$ cat config.mk
export PLATFORM = sky130hd
export DESIGN_NAME = elm_hidden_neuron
export DESIGN_NICKNAME = d
export VERILOG_FILES = /design/src/rtl/elm_pkg.sv /design/src/rtl/elm_sat_add.sv /design/src/rtl/elm_hidden_neuron.sv
export SDC_FILE = /design/constraint.sdc
export NUM_CORES = 1
export LEC_CHECK = 0
export ABC_CLOCK_PERIOD_IN_PS = 5700
export CAP_MARGIN = 25
export CORE_MARGIN = 8
export CORE_UTILIZATION = 45
export CTS_CLUSTER_DIAMETER = 150
export DETAILED_ROUTE_END_ITERATION = 7
export REMOVE_ABC_BUFFERS = 1
export SYNTH_ARGS = -nofsm -noshare
export SYNTH_HDL_FRONTEND = slang
export SYNTH_SLANG_ARGS = --single-unit
$ cat constraint.sdc
create_clock -name clk -period 5.7 [get_ports clk]
set_input_delay 1.14 -clock clk [delete_from_list [all_inputs] [get_ports clk]]
set_output_delay 1.14 -clock clk [all_outputs]
set_load 0.1 [all_outputs]
$ cat src/rtl/elm_pkg.sv
// Shared constants for the ELM hidden neuron: state encoding, default Q format
// and the saturation limits of the default data and accumulator widths.
package elm_pkg;
    localparam int DATA_WIDTH = 16;
    localparam int FRAC_BITS  = 8;
    localparam int ACC_WIDTH  = 2 * DATA_WIDTH;

    localparam logic [1:0] ST_ACC   = 2'd0;
    localparam logic [1:0] ST_DRAIN = 2'd1;
    localparam logic [1:0] ST_FINAL = 2'd2;

    localparam logic signed [DATA_WIDTH-1:0] DW_MAX  = {1'b0, {(DATA_WIDTH-1){1'b1}}};
    localparam logic signed [DATA_WIDTH-1:0] DW_MIN  = {1'b1, {(DATA_WIDTH-1){1'b0}}};
    localparam logic signed [ACC_WIDTH-1:0]  ACC_MAX = {1'b0, {(ACC_WIDTH-1){1'b1}}};
    localparam logic signed [ACC_WIDTH-1:0]  ACC_MIN = {1'b1, {(ACC_WIDTH-1){1'b0}}};
endpackage

$ cat src/rtl/elm_sat_add.sv
// Signed W-bit adder that clamps to the W-bit signed range on overflow.
module elm_sat_add
    import elm_pkg::*;
#(
    parameter int W = ACC_WIDTH
) (
    input  logic signed [W-1:0] a,
    input  logic signed [W-1:0] b,
    output logic signed [W-1:0] sum
);
    logic signed [W-1:0] raw;

    always_comb begin
        raw = a + b;
        sum = raw;
        // Overflow only when both operands share a sign the result lacks.
        if ((a[W-1] == b[W-1]) && (raw[W-1] != a[W-1]))
            sum = a[W-1] ? {1'b1, {(W-1){1'b0}}} : {1'b0, {(W-1){1'b1}}};
    end
endmodule

$ cat src/rtl/elm_hidden_neuron.sv
// One ELM hidden-layer neuron: streams inputs against a 1-cycle-latency weight
// memory, saturating MAC, bias, rescale. Define ELM_RELU_EN for ReLU output.
module elm_hidden_neuron
    import elm_pkg::*;
#(
    parameter int layerNo      = 1,
    parameter int neuronNo     = 10,
    parameter int numWeight    = 784,
    parameter int addressWidth = 10,
    parameter int dataWidth    = DATA_WIDTH,
    parameter int fracBits     = FRAC_BITS,
    parameter logic signed [dataWidth-1:0] BIAS = '0
) (
    input  logic                        clk,
    input  logic                        rst_n,
    input  logic signed [dataWidth-1:0] in_data,
    input  logic                        in_valid,
    output logic                        in_ready,
    output logic                        ren,
    output logic [addressWidth:0]       raddr,
    input  logic signed [dataWidth-1:0] wout,
    output logic signed [dataWidth-1:0] out_data,
    output logic                        out_valid
);
    localparam int AW = addressWidth + 1;
    localparam int PW = 2 * dataWidth;

    localparam logic [AW-1:0]          CNT_LAST = AW'(numWeight - 1);
    localparam logic signed [PW-1:0]   BIAS_EXT = PW'(BIAS);
    localparam logic signed [PW-1:0]   ACC_INIT = BIAS_EXT <<< fracBits;
    localparam logic signed [dataWidth-1:0] OMAX = {1'b0, {(dataWidth-1){1'b1}}};
    localparam logic signed [dataWidth-1:0] OMIN = {1'b1, {(dataWidth-1){1'b0}}};
    localparam logic signed [PW-1:0]   OMAX_EXT = PW'(OMAX);
    localparam logic signed [PW-1:0]   OMIN_EXT = PW'(OMIN);

    if (numWeight < 1 || numWeight > 2**AW || layerNo < 0 || neuronNo < 0) begin : g_param_check
        $error("elm_hidden_neuron: illegal parameter set");
    end

    logic [1:0]                 state_q, state_d;
    logic [AW-1:0]              cnt_q, cnt_d;
    logic                       in_ready_q, in_ready_d;
    logic                       drain_q, drain_d;
    logic signed [dataWidth-1:0] x_q, x_d;
    logic [1:0]                 vld_q, vld_d;
    logic signed [PW-1:0]       prod_q, prod_d;
    logic signed [PW-1:0]       acc_q, acc_d;
    logic signed [dataWidth-1:0] out_data_q, out_data_d;
    logic                       out_valid_q, out_valid_d;

    logic                       accept;
    logic signed [PW-1:0]       acc_sum;
    logic signed [PW-1:0]       acc_shr;
    logic signed [dataWidth-1:0] out_final;

    assign accept    = in_valid & in_ready_q;
    assign ren       = accept;
    assign raddr     = cnt_q;
    assign in_ready  = in_ready_q;
    assign out_data  = out_data_q;
    assign out_valid = out_valid_q;

    elm_sat_add #(.W(PW)) u_sat_add (
        .a   (acc_q),
        .b   (prod_q),
        .sum (acc_sum)
    );

    // Rescale the accumulator back to the data Q format and clamp.
    always_comb begin
        acc_shr = acc_q >>> fracBits;
        if (acc_shr > OMAX_EXT)
            out_final = OMAX;
        else if (acc_shr < OMIN_EXT)
            out_final = OMIN;
        else
            out_final = acc_shr[dataWidth-1:0];
`ifdef ELM_RELU_EN
        if (out_final[dataWidth-1])
            out_final = '0;
`endif
    end

    always_comb begin
        state_d     = state_q;
        cnt_d       = cnt_q;
        in_ready_d  = in_ready_q;
        drain_d     = drain_q;
        x_d         = x_q;
        vld_d       = {vld_q[0], accept};
        prod_d      = prod_q;
        acc_d       = acc_q;
        out_data_d  = out_data_q;
        out_valid_d = 1'b0;

        if (accept) begin
            x_d = in_data;
            if (cnt_q == CNT_LAST) begin
                cnt_d      = '0;
                state_d    = ST_DRAIN;
                in_ready_d = 1'b0;
            end else begin
                cnt_d = cnt_q + 1'b1;
            end
        end

        // Weight arrives one cycle after the read; bubbles never reach acc.
        if (vld_q[0])
            prod_d = x_q * wout;
        if (vld_q[1])
            acc_d = acc_sum;

        case (state_q)
            ST_ACC: ;
            ST_DRAIN: begin
                drain_d = ~drain_q;
                if (drain_q)
                    state_d = ST_FINAL;
            end
            ST_FINAL: begin
                out_data_d  = out_final;
                out_valid_d = 1'b1;
                acc_d       = ACC_INIT;
                in_ready_d  = 1'b1;
                state_d     = ST_ACC;
            end
            default: state_d = ST_ACC;
        endcase
    end

    always_ff @(posedge clk or negedge rst_n) begin
        if (!rst_n) begin
            state_q     <= ST_ACC;
            cnt_q       <= '0;
            in_ready_q  <= 1'b1;
            drain_q     <= 1'b0;
            x_q         <= '0;
            vld_q       <= '0;
            prod_q      <= '0;
            acc_q       <= ACC_INIT;
            out_data_q  <= '0;
            out_valid_q <= 1'b0;
        end else begin
            state_q     <= state_d;
            cnt_q       <= cnt_d;
            in_ready_q  <= in_ready_d;
            drain_q     <= drain_d;
            x_q         <= x_d;
            vld_q       <= vld_d;
            prod_q      <= prod_d;
            acc_q       <= acc_d;
            out_data_q  <= out_data_d;
            out_valid_q <= out_valid_d;
        end
    end
endmodule
==> flow_summary_export.csv <==
group,metric,value,unit
route,antenna_left,0,
cells_and_area,n_fill_cell,3123,
route,wl_per_cell,16.30,um
yosys,synth_edf_count,0,
timing,worst_slew_pin_slew,1.017,ns
route,m1WireLength,17.02,mm
yosys,synth_seq_area_share,17.88,%
yosys,synth-async-reset-ratio,100.0,%
grt,grt_pass1_wl,67.45,mm
route,drt_iter0_markers,606,
worst_setup_path,worstSetupPathType,"in2reg",
timing,finalSetupViolCount,20,
worst_setup_path,crit_path_max_fanout,5,
timing,final_hold_viol_count,0,
grt,grt_max_degree,69,
yosys,synth_cells,1751,
worst_setup_path,critPathBufInv,9,
clock_tree,cts_buffers,17,
worst_setup_path,startpoint_type,"input port",
floorplan,core_region_area,0.03522,mm2
cells_and_area,antennaDiodeCount,0,
route,firstDrtPassIters,7,
yosys,synthSimpleGateAreaFrac,15.82,%
route,met2WireLength,21.05,mm
clock_tree,hold_buffers,0,
worst_setup_path,critPathArrivalTime,6.68,ns
route,highest_layer,"met4",
worst_setup_path,required,6.00,ns
yosys,synth_top_family_by_area,"adder cells",
grt,grt_pass1_vias,13770,
worst_setup_path,crit_slowest_cell,"fa_1",
yosys,ys_ff_latch,114,
clock_tree,h-tree-depth,4,
cells_and_area,nets,2412,
placement,routabilityCongestion,0.8867,
status,status,"complete, but fails checks",
yosys,yosysWarnings,0,
clock_tree,clk_path_buf_depth,2,
timing,slew_headroom,31.96,%
floorplan,die_x,204.4,um
placement,numPortBuffers,64,
worst_setup_path,timing.critical_path.slowest_cell_delay,0.56,ns
floorplan,die_h,204.4,um
worst_setup_path,crit_top_cell,"fa_1",
worst_setup_path,cp.depth,25,
worst_setup_path,ff2ff_path_depth,22,
placement,hpwl,32.22,mm
worst_setup_path,path_delay_family,"adder cells",
timing,fmax,156.6,MHz
floorplan,num_rows,69,
clock_tree,cts_sinks,114,
cells_and_area,area.growth.synth_to_final,25.80,%
route,route.detailed.drc,0,
yosys,syn-cell-area,0.01597,mm2
hold_path,whs_path_depth,1,
hold_path,hold_path_class,"reg2reg",
grt,gr-total-overflow,0,
timing,slew_violations,0,
timing,fin_crit_sh,112.0,%
route,dr_wl_met3,1.306,mm
route,wl,40.32,mm
yosys,syn_avg_cell_area,9.118,um2
route,dr_total_vias,12610,
clock_tree,clk_pin_slew,0.06,ns
timing,fin_crit,6.385,ns
floorplan,dieArea,0.04176,mm2
clock_tree,clock_latency,0.42,ns
yosys,synth_compound_area_share,9.906,%
timing,finClkSkew,0.01221,ns
status,violations,"negative setup slack",
yosys,ys_types,70,
timing,fin_setup_tns,-8.672,ns
cells_and_area,drive_gt1_share,21.46,%
timing,grt_setup_unrepaired,"yes",
grt,grt.total_usage,20.09,%
yosys,synth_fa_ha_area_share,41.91,%
floorplan,start_util,45.33,%
yosys,synthMuxAreaShare,1.755,%
floorplan,boundaryPins,65,
clock_tree,cts_tree,"yes",
yosys,synth-xor-area-share,3.456,%
yosys,synth_flop_cell,"dfrtp_1",
clock_tree,root_buffer,"clkbuf_16",
timing,setup_ws,-0.6852,ns
route,vias_per_cell,5.095,
worst_setup_path,endpoint_kind,"flop",
grt,antenna_found_initial,0,
flow_run,drv_cap,0,
synthesized netlist by cell type, types with 12 or more instances:
| cell | instances | area share [%] |
|---|---|---|
| mux2_2 | 22 | 1.6 |
| fa_1 | 263 | 33 |
| and2_1 | 122 | 4.8 |
| inv_1 | 336 | 7.9 |
| a31oi_1 | 14 | 0.55 |
| nand2b_1 | 12 | 0.47 |
| a21o_1 | 33 | 1.6 |
| a21oi_1 | 54 | 1.7 |
| clkbuf_1 | 47 | 1.1 |
| o21ai_1 | 22 | 0.69 |
| nand2_1 | 256 | 6.0 |
| xor2_1 | 16 | 0.88 |
| dfrtp_1 | 113 | 18 |
| ha_1 | 114 | 8.9 |
| nor2_1 | 87 | 2.0 |
| xnor2_1 | 47 | 2.6 |
| o21ai_0 | 44 | 1.4 |
sequential cells by signal, indices dropped and copies added (netlist names):
register	cells
acc_q	32
raddr	11
x_q	16
out_valid	1
out_data	16
drain_q	1
state_q	2
prod_q	32
in_ready	1
vld_q	2
layout by cell type (no fill, tap or decap), types with 18 or more instances in the layout:
cell type | Yosys | routed
inv_1 | 336 | 313
fa_1 | 263 | 246
nand2_1 | 256 | 242
buf_4 | 2 | 186
dfrtp_1 | 113 | 113
and2_1 | 122 | 104
ha_1 | 114 | 96
nor2_1 | 87 | 82
clkdlybuf4s50_1 | 0 | 47
xnor2_1 | 47 | 46
a21oi_1 | 54 | 45
o21ai_0 | 44 | 41
a21o_1 | 33 | 33
buf_6 | 0 | 25
inv_2 | 0 | 22
o21ai_1 | 22 | 21
and2_4 | 0 | 18
layout make-up:
cell class              count  area [um2]  share of cell area (%)
multi-input cells        1246       12240                   60.93
flip-flops and latches    114        2854                   14.21
repair buffers            284        2556                   12.73
inverters                 337        1267                   6.311
well taps                 461       576.8                   2.872
clock buffers              23       488.0                   2.430
clock inverters             9       103.9                  0.5171
logic make-up after synthesis:
group | after synthesis
XOR/XNOR | 63
multiplexers | 24
AND/OR/NAND/NOR | 541
buffers and inverters | 391
flip-flops | 114
AO/OA/AOI/OAI | 241
adder cells (fa/ha/maj) | 377
per-layer routing:
| metal | track usage, % | vias to the layer above |
|---|---|---|
| met2 | 36.00 | 196 |
| met3 | 2.663 | 61 |
| met5 | 0 | - |
| li1 | - | 5950 |
| met4 | 5.554 | 0 |
| met1 | 25.09 | 6399 |
stage by stage:
step / cells / hold slack, ns / worst slack (ns) / instance area (um2) / utilization, %
finish: 2474 / 0.4614 / -0.6852 / 20080 / 57.02
CTS: 2464 / 0.4703 / -0.7300 / 19720 / 56.00
floorplan: 1697 / 0.4273 / -0.8567 / 15750 / -
global placement: 2409 / 0.4481 / -1.602 / 18480 / 52.47
detailed placement: 2410 / 0.4622 / -1.643 / 18490 / 52.49
global route: 2474 / 0.4983 / -0.8827 / 20080 / 57.02
repair_timing:
item | CTS | global route
pin swaps | 76 | 79
gates cloned | 6 | 0
resized for setup | 169 | 86
setup buffers | 17 | 12
endpoints found under the setup margin | 22 | 19
final timing paths:
check / startpoint / slack, ns / end
hold / removal: state_q[1] / 0.46 / state_q[0]
max in group asynchronous: rst_n / 3.63 / out_data[12]
setup / recovery: wout[1] / -0.69 / prod_q[31]
hold reg to reg: state_q[1] / 0.46 / state_q[0]
min in group asynchronous: rst_n / 0.73 / x_q[5]
setup reg to reg: x_q[10] / -0.55 / prod_q[31]
Power is left out: the tool's default activity adds up to more than one toggle a clock period on the data nets, which glitch-free logic cannot reach.
==> RTL change 1: new RTL, same settings <==
Reset style: synchronous (`rst_n`), changed in one clocked block.
--- a/src/rtl/elm_hidden_neuron.sv
+++ b/src/rtl/elm_hidden_neuron.sv
@@ -130,3 +130,3 @@
 
-    always_ff @(posedge clk or negedge rst_n) begin
+    always_ff @(posedge clk) begin
         if (!rst_n) begin
Function: differs if rst_n is asserted again (counterexample within 4 cycles, from zero or initial values and one cycle with rst_n low); with rst_n held inactive, the same outputs for 10 cycles.
==> RTL change 1 against the original RTL <==
- the run still ends with setup timing left
- fmax decreased by 1.0%
- sequential cell count unchanged
- routed wire length down 0.62%
- synthesized area decreased by 2.8%
- worst setup slack got worse by 0.065 ns
- critical path depth decreased by 2
- final area down 4.2%
Power is left out: it rests on default switching activity, and per cell area and clock period it moved more than threefold.
==> RTL change 1: results <==
[sta]
clock-skew-final_ns = 0.007686
post-route-worst-setup-slack_ns = -0.7506
finalSetupTns_ns = -7.650
setup-violations-final = 19
tightest_slew_ns = 0.9906
whs_ns = 0.4517

[logic_synthesis]
ys_top_cells_by_area = fa_1, dfxtp_1, ha_1
ys_top_cells_by_count = inv_1, fa_1, nand2_1
yosys_most_used_dff = dfxtp_1
netlist-cell-type-count = 67
yosysSeqAreaShare_pct = 14.71
ys_async_sr_fraction_pct = 0

[final_layout]
clock_buffer_count = 24
layout.nonclk_buf_share_pct = 12.01
nFlopsAndLatches = 114
nNetsFinal = 2421
multi_input_comb_area_um2 = 12210
final.fill_count = 3170
layout-drive-gt1-share_pct = 18.60
ff_latch_area_um2 = 2282
non_clock_inverter_total_of_the_final_layout = 334
signal_buffers = 262
clk_share_pct = 3.205

[status]
violated_checks = setup timing
run_status = finished, violations left

[clock_tree]
cts.repair.resized = 159
postCtsSetupRepairBufs = 9
h-tree-depth = 4

[route]
drtIter0Drc = 478
highest-signal-layer = met4
vias_per_cell = 5.098
dr_wl_met3_mm = 1.659
detailroute.wirelength.met2_mm = 20.34
m1WireLength_mm = 16.96
detailedRoute.firstPassIterationCount = 4

[global_routing]
grt_start_max_net_pins = 35
first_pass_grt_wire_length_mm = 68.38
grt_use_met2_pct = 36.63
grt_pass1_vias = 13980
grt_util_met1_pct = 25.02
groute.layer.met3.usage_pct = 3.554
track_usage_pct = 20.61

[placement]
place_congestion = 0.8991
detailedPlacementHpwl_mm = 32.67

[worst_setup_path]
worst_r2r_path_depth = 21
crit-reg2reg-launch = x_q[5]$_SDFFE_PN0P_
critical_path.reg2reg.endpoint = prod_q[30]$_SDFFE_PN0P_
setup.reg_to_reg.worst_slack_ns = -0.60
cp_data_arrival_time_ns = 6.75
worst_setup_path_startpoint = wout[4]
worst_path_largest_cell_delay_ns = 0.53
## RTL change 1: changes by cell type in the layout (fill, tap and decap cells not counted), moves of 9 or more
cell	change
mux2_2	-16
buf_4	-20
o21ai_1	-12
mux2i_1	+16
dfrtp_1	-113
o21ai_0	+33
a21oi_1	+43
a21o_1	-9
dfxtp_1	+114
nand2_1	-17
## RTL change 1: per-stage QoR
step / util [%] / std cells / instance area [um^2] / setup WS, ns
final: 56.13 / 2477 / 19240 / -0.7506
after global routing: 56.13 / 2477 / 19240 / -0.8892
after CTS: 55.18 / 2467 / 18920 / -0.8255
after detailed placement: 52.05 / 2424 / 17850 / -1.743
after global placement: 51.97 / 2423 / 17820 / -1.670
after floorplan: - / 1728 / 15240 / -1.028
## RTL change 1: cell families (layout without fill, tap and decap cells)
kind of cell             Yosys count  after routing  synth area share, %
AO/OA/AOI/OAI                    278            278                10.97
multiplexers                      18             18                1.170
AND/OR/NAND/NOR                  541            541                16.46
flip-flops                       114            114                14.71
adder cells (fa/ha/maj)          377            377                43.14
XOR/XNOR                          66             66                3.727
buffers and inverters            400            628                9.825
## RTL change 1: worst min-delay path by stage
stage,startpoint,to,depth (start not counted)
floorplan,drain_q$_SDFFE_PN0P_,state_q[1]$_SDFF_PN0_,2
global placement,out_data[6]$_SDFFE_PN0P_,out_data[6]$_SDFFE_PN0P_,2
detailed placement,out_data[14]$_SDFFE_PN0P_,out_data[14]$_SDFFE_PN0P_,2
CTS,out_data[14]$_SDFFE_PN0P_,out_data[14]$_SDFFE_PN0P_,2
global route,drain_q$_SDFFE_PN0P_,state_q[1]$_SDFF_PN0_,2
finish,out_data[3]$_SDFFE_PN0P_,out_data[3]$_SDFFE_PN0P_,2
==> RTL change 2: new RTL, same flow settings <==
Made on the original files. `addressWidth`: 10 -> 11.
--- a/src/rtl/elm_hidden_neuron.sv
+++ b/src/rtl/elm_hidden_neuron.sv
@@ -8,3 +8,3 @@
     parameter int numWeight    = 784,
-    parameter int addressWidth = 10,
+    parameter int addressWidth = 11,
     parameter int dataWidth    = DATA_WIDTH,
Ports: changed (resized raddr); port bits go from 65 to 66. The function was not compared with the original's and may differ.
==> RTL change 2 against the original RTL <==
- the flow still finishes with violations (setup timing)
- synthesized cell count up 1.8%
- routed wire length up 2.5%
- final cell count up 1.5%
- worst hold slack worse by 0.0057 ns
- die area up 1.6%
- via count up 3.2%
- register-to-register slack better by 0.23 ns
- final area up 3.4%
- sequential cell count up 1
- worst setup slack better by 0.14 ns
- first-iteration DRC count down 6.6%
- synthesized area up 1.7%
Power is not shown: default switching activity piles up to over one toggle a cycle in this logic, so the estimate is an artifact.
==> RTL change 2: results <==
[final_layout]
nNetsFinal = 2449
layout-drive-gt1-share_pct = 25.27
finalNonFillerCells = 2511
n_antenna_cell = 0

[sta]
setup-violations-final = 16
post-route-worst-setup-slack_ns = -0.5434
clock-skew-final_ns = 0.01379
tightest_slew_ns = 1.016

[route]
highest-signal-layer = met4
detailroute.wirelength.met2_mm = 21.26
detail_route.wl_per_cell_um = 16.46
vias_per_cell = 5.182
drtIter0Drc = 566
dr_wl_met3_mm = 1.271
m1WireLength_mm = 18.00
detailedRoute.firstPassIterationCount = 5

[logic_synthesis]
post_synthesis_share_of_cell_area_spent_on_full_adders_half_adders_and_majority_gates_pct = 41.20
synth_xor_xnor_area_share_pct = 2.966
syn_area_per_cell_um2 = 9.109
yosysSeqAreaShare_pct = 17.73
yosys_most_used_dff = dfrtp_1
synth_area_in_compound_gates_pct = 9.931
ys_top_cells_by_count = inv_1, fa_1, nand2_1
ys_top_cells_by_area = fa_1, dfrtp_1, ha_1
ys_async_sr_fraction_pct = 100.0
netlist-cell-type-count = 67
yosys_warnings = 0
synth.area.mux_share_pct = 2.619

[clock_tree]
ctsRootBufferMaster = clkbuf_16
cts_max_path_buffers = 2
cts.clk_slew.worst_paths_ns = 0.07
h-tree-depth = 4
clk-insertion-delay-late_ns = 0.44

[placement]
io_buffers = 65
detailedPlacementHpwl_mm = 32.07
place_congestion = 0.8621
cell_area_placed_um2 = 18640

[status]
violated_checks = setup timing
run_status = finished, violations left

[worst_setup_path]
slowest_stage_cell_on_the_critical_path = fa_2
crit-reg2reg-launch = x_q[10]$_DFFE_PN0P_
worst_r2r_path_depth = 21
worst_setup_path_startpoint = wout[14]
cp_data_arrival_time_ns = 6.58
setup.reg_to_reg.worst_slack_ns = -0.32
critPathMaxFanout = 4

[hold_path]
worstHoldStart = state_q[1]$_DFF_PN0_

[global_routing]
grt_antenna_before_repair = 0
first_pass_grt_wire_length_mm = 70.93
grt_pass1_vias = 14470
grt_start_max_net_pins = 59
track_usage_pct = 20.79
==> RTL change 2: changes by cell type after synthesis, moves of 8 or more <==
cell      unedited run  this run
nand2_1            256       213
a211oi_1             6        14
o21ai_0             44        64
mux2_2              22        36
nor2_1              87        68
o21ai_1             22        31
a21oi_1             54        67
nor3_1               7        35
a21o_1              33        17
==> RTL change 2: worst min-delay path by stage <==
stage	end	slack, ns	cells after the start
4_1_cts	state_q[0]$_DFF_PN0_	0.45	1
5_1_grt	state_q[0]$_DFF_PN0_	0.49	1
2_1_floorplan	state_q[0]$_DFF_PN0_	0.42	1
6_report	state_q[0]$_DFF_PN0_	0.46	1
3_5_place_dp	state_q[0]$_DFF_PN0_	0.44	1
3_3_place_gp	state_q[0]$_DFF_PN0_	0.44	1
==> RTL change 2: critical path, delay by kind of cell <==
family	cells	cell delay, ns
buffers and inverters	5	0.43
AND/OR/NAND/NOR	2	0.50
AO/OA/AOI/OAI	7	1.35
adder cells (fa/ha/maj)	7	3.13
==> RTL change 2: cell type report <==
cell class / instances / area [um^2]
multi-input combinational: 1266 / 12650
timing repair buffer: 299 / 2799
fill: 3142 / 14800
clock buffer: 18 / 439.2
sequential: 115 / 2880
inverter: 338 / 1274
tap: 461 / 576.8
clock inverter: 14 / 156.4
==> RTL change 2: repair_timing <==
action	in CTS	in global routing
gates cloned	5	0
setup buffers	41	21
hold endpoints to repair	0	0
pin swaps	147	120
endpoints found under the setup margin	23	21
gates resized for setup	274	100
==> RTL change 2: kinds of logic (layout without fill, tap and decap cells) <==
group,after synthesis,in the layout
AOI/OAI and AO/OA,262,262
DFF,115,115
and+or+nand+nor,534,534
xor gates and xnor gates,55,55
buffers and inverters,402,669
adders and majority gates,377,377
muxes,38,38
==> RTL change 2: routing by layer <==
layer	track usage (%)	vias up
li1	-	6133
met5	0	-
met3	2.712	52
met4	6.261	0
met2	36.50	194
met1	26.43	6634
==> RTL change 2: stage by stage <==
step	TNS, ns	worst slack, ns
after floorplan	-7.684	-0.8000
after global placement	-27.58	-1.594
after detailed placement	-28.31	-1.637
after CTS	-5.383	-0.4792
after global routing	-8.732	-0.6787
final	-5.779	-0.5434
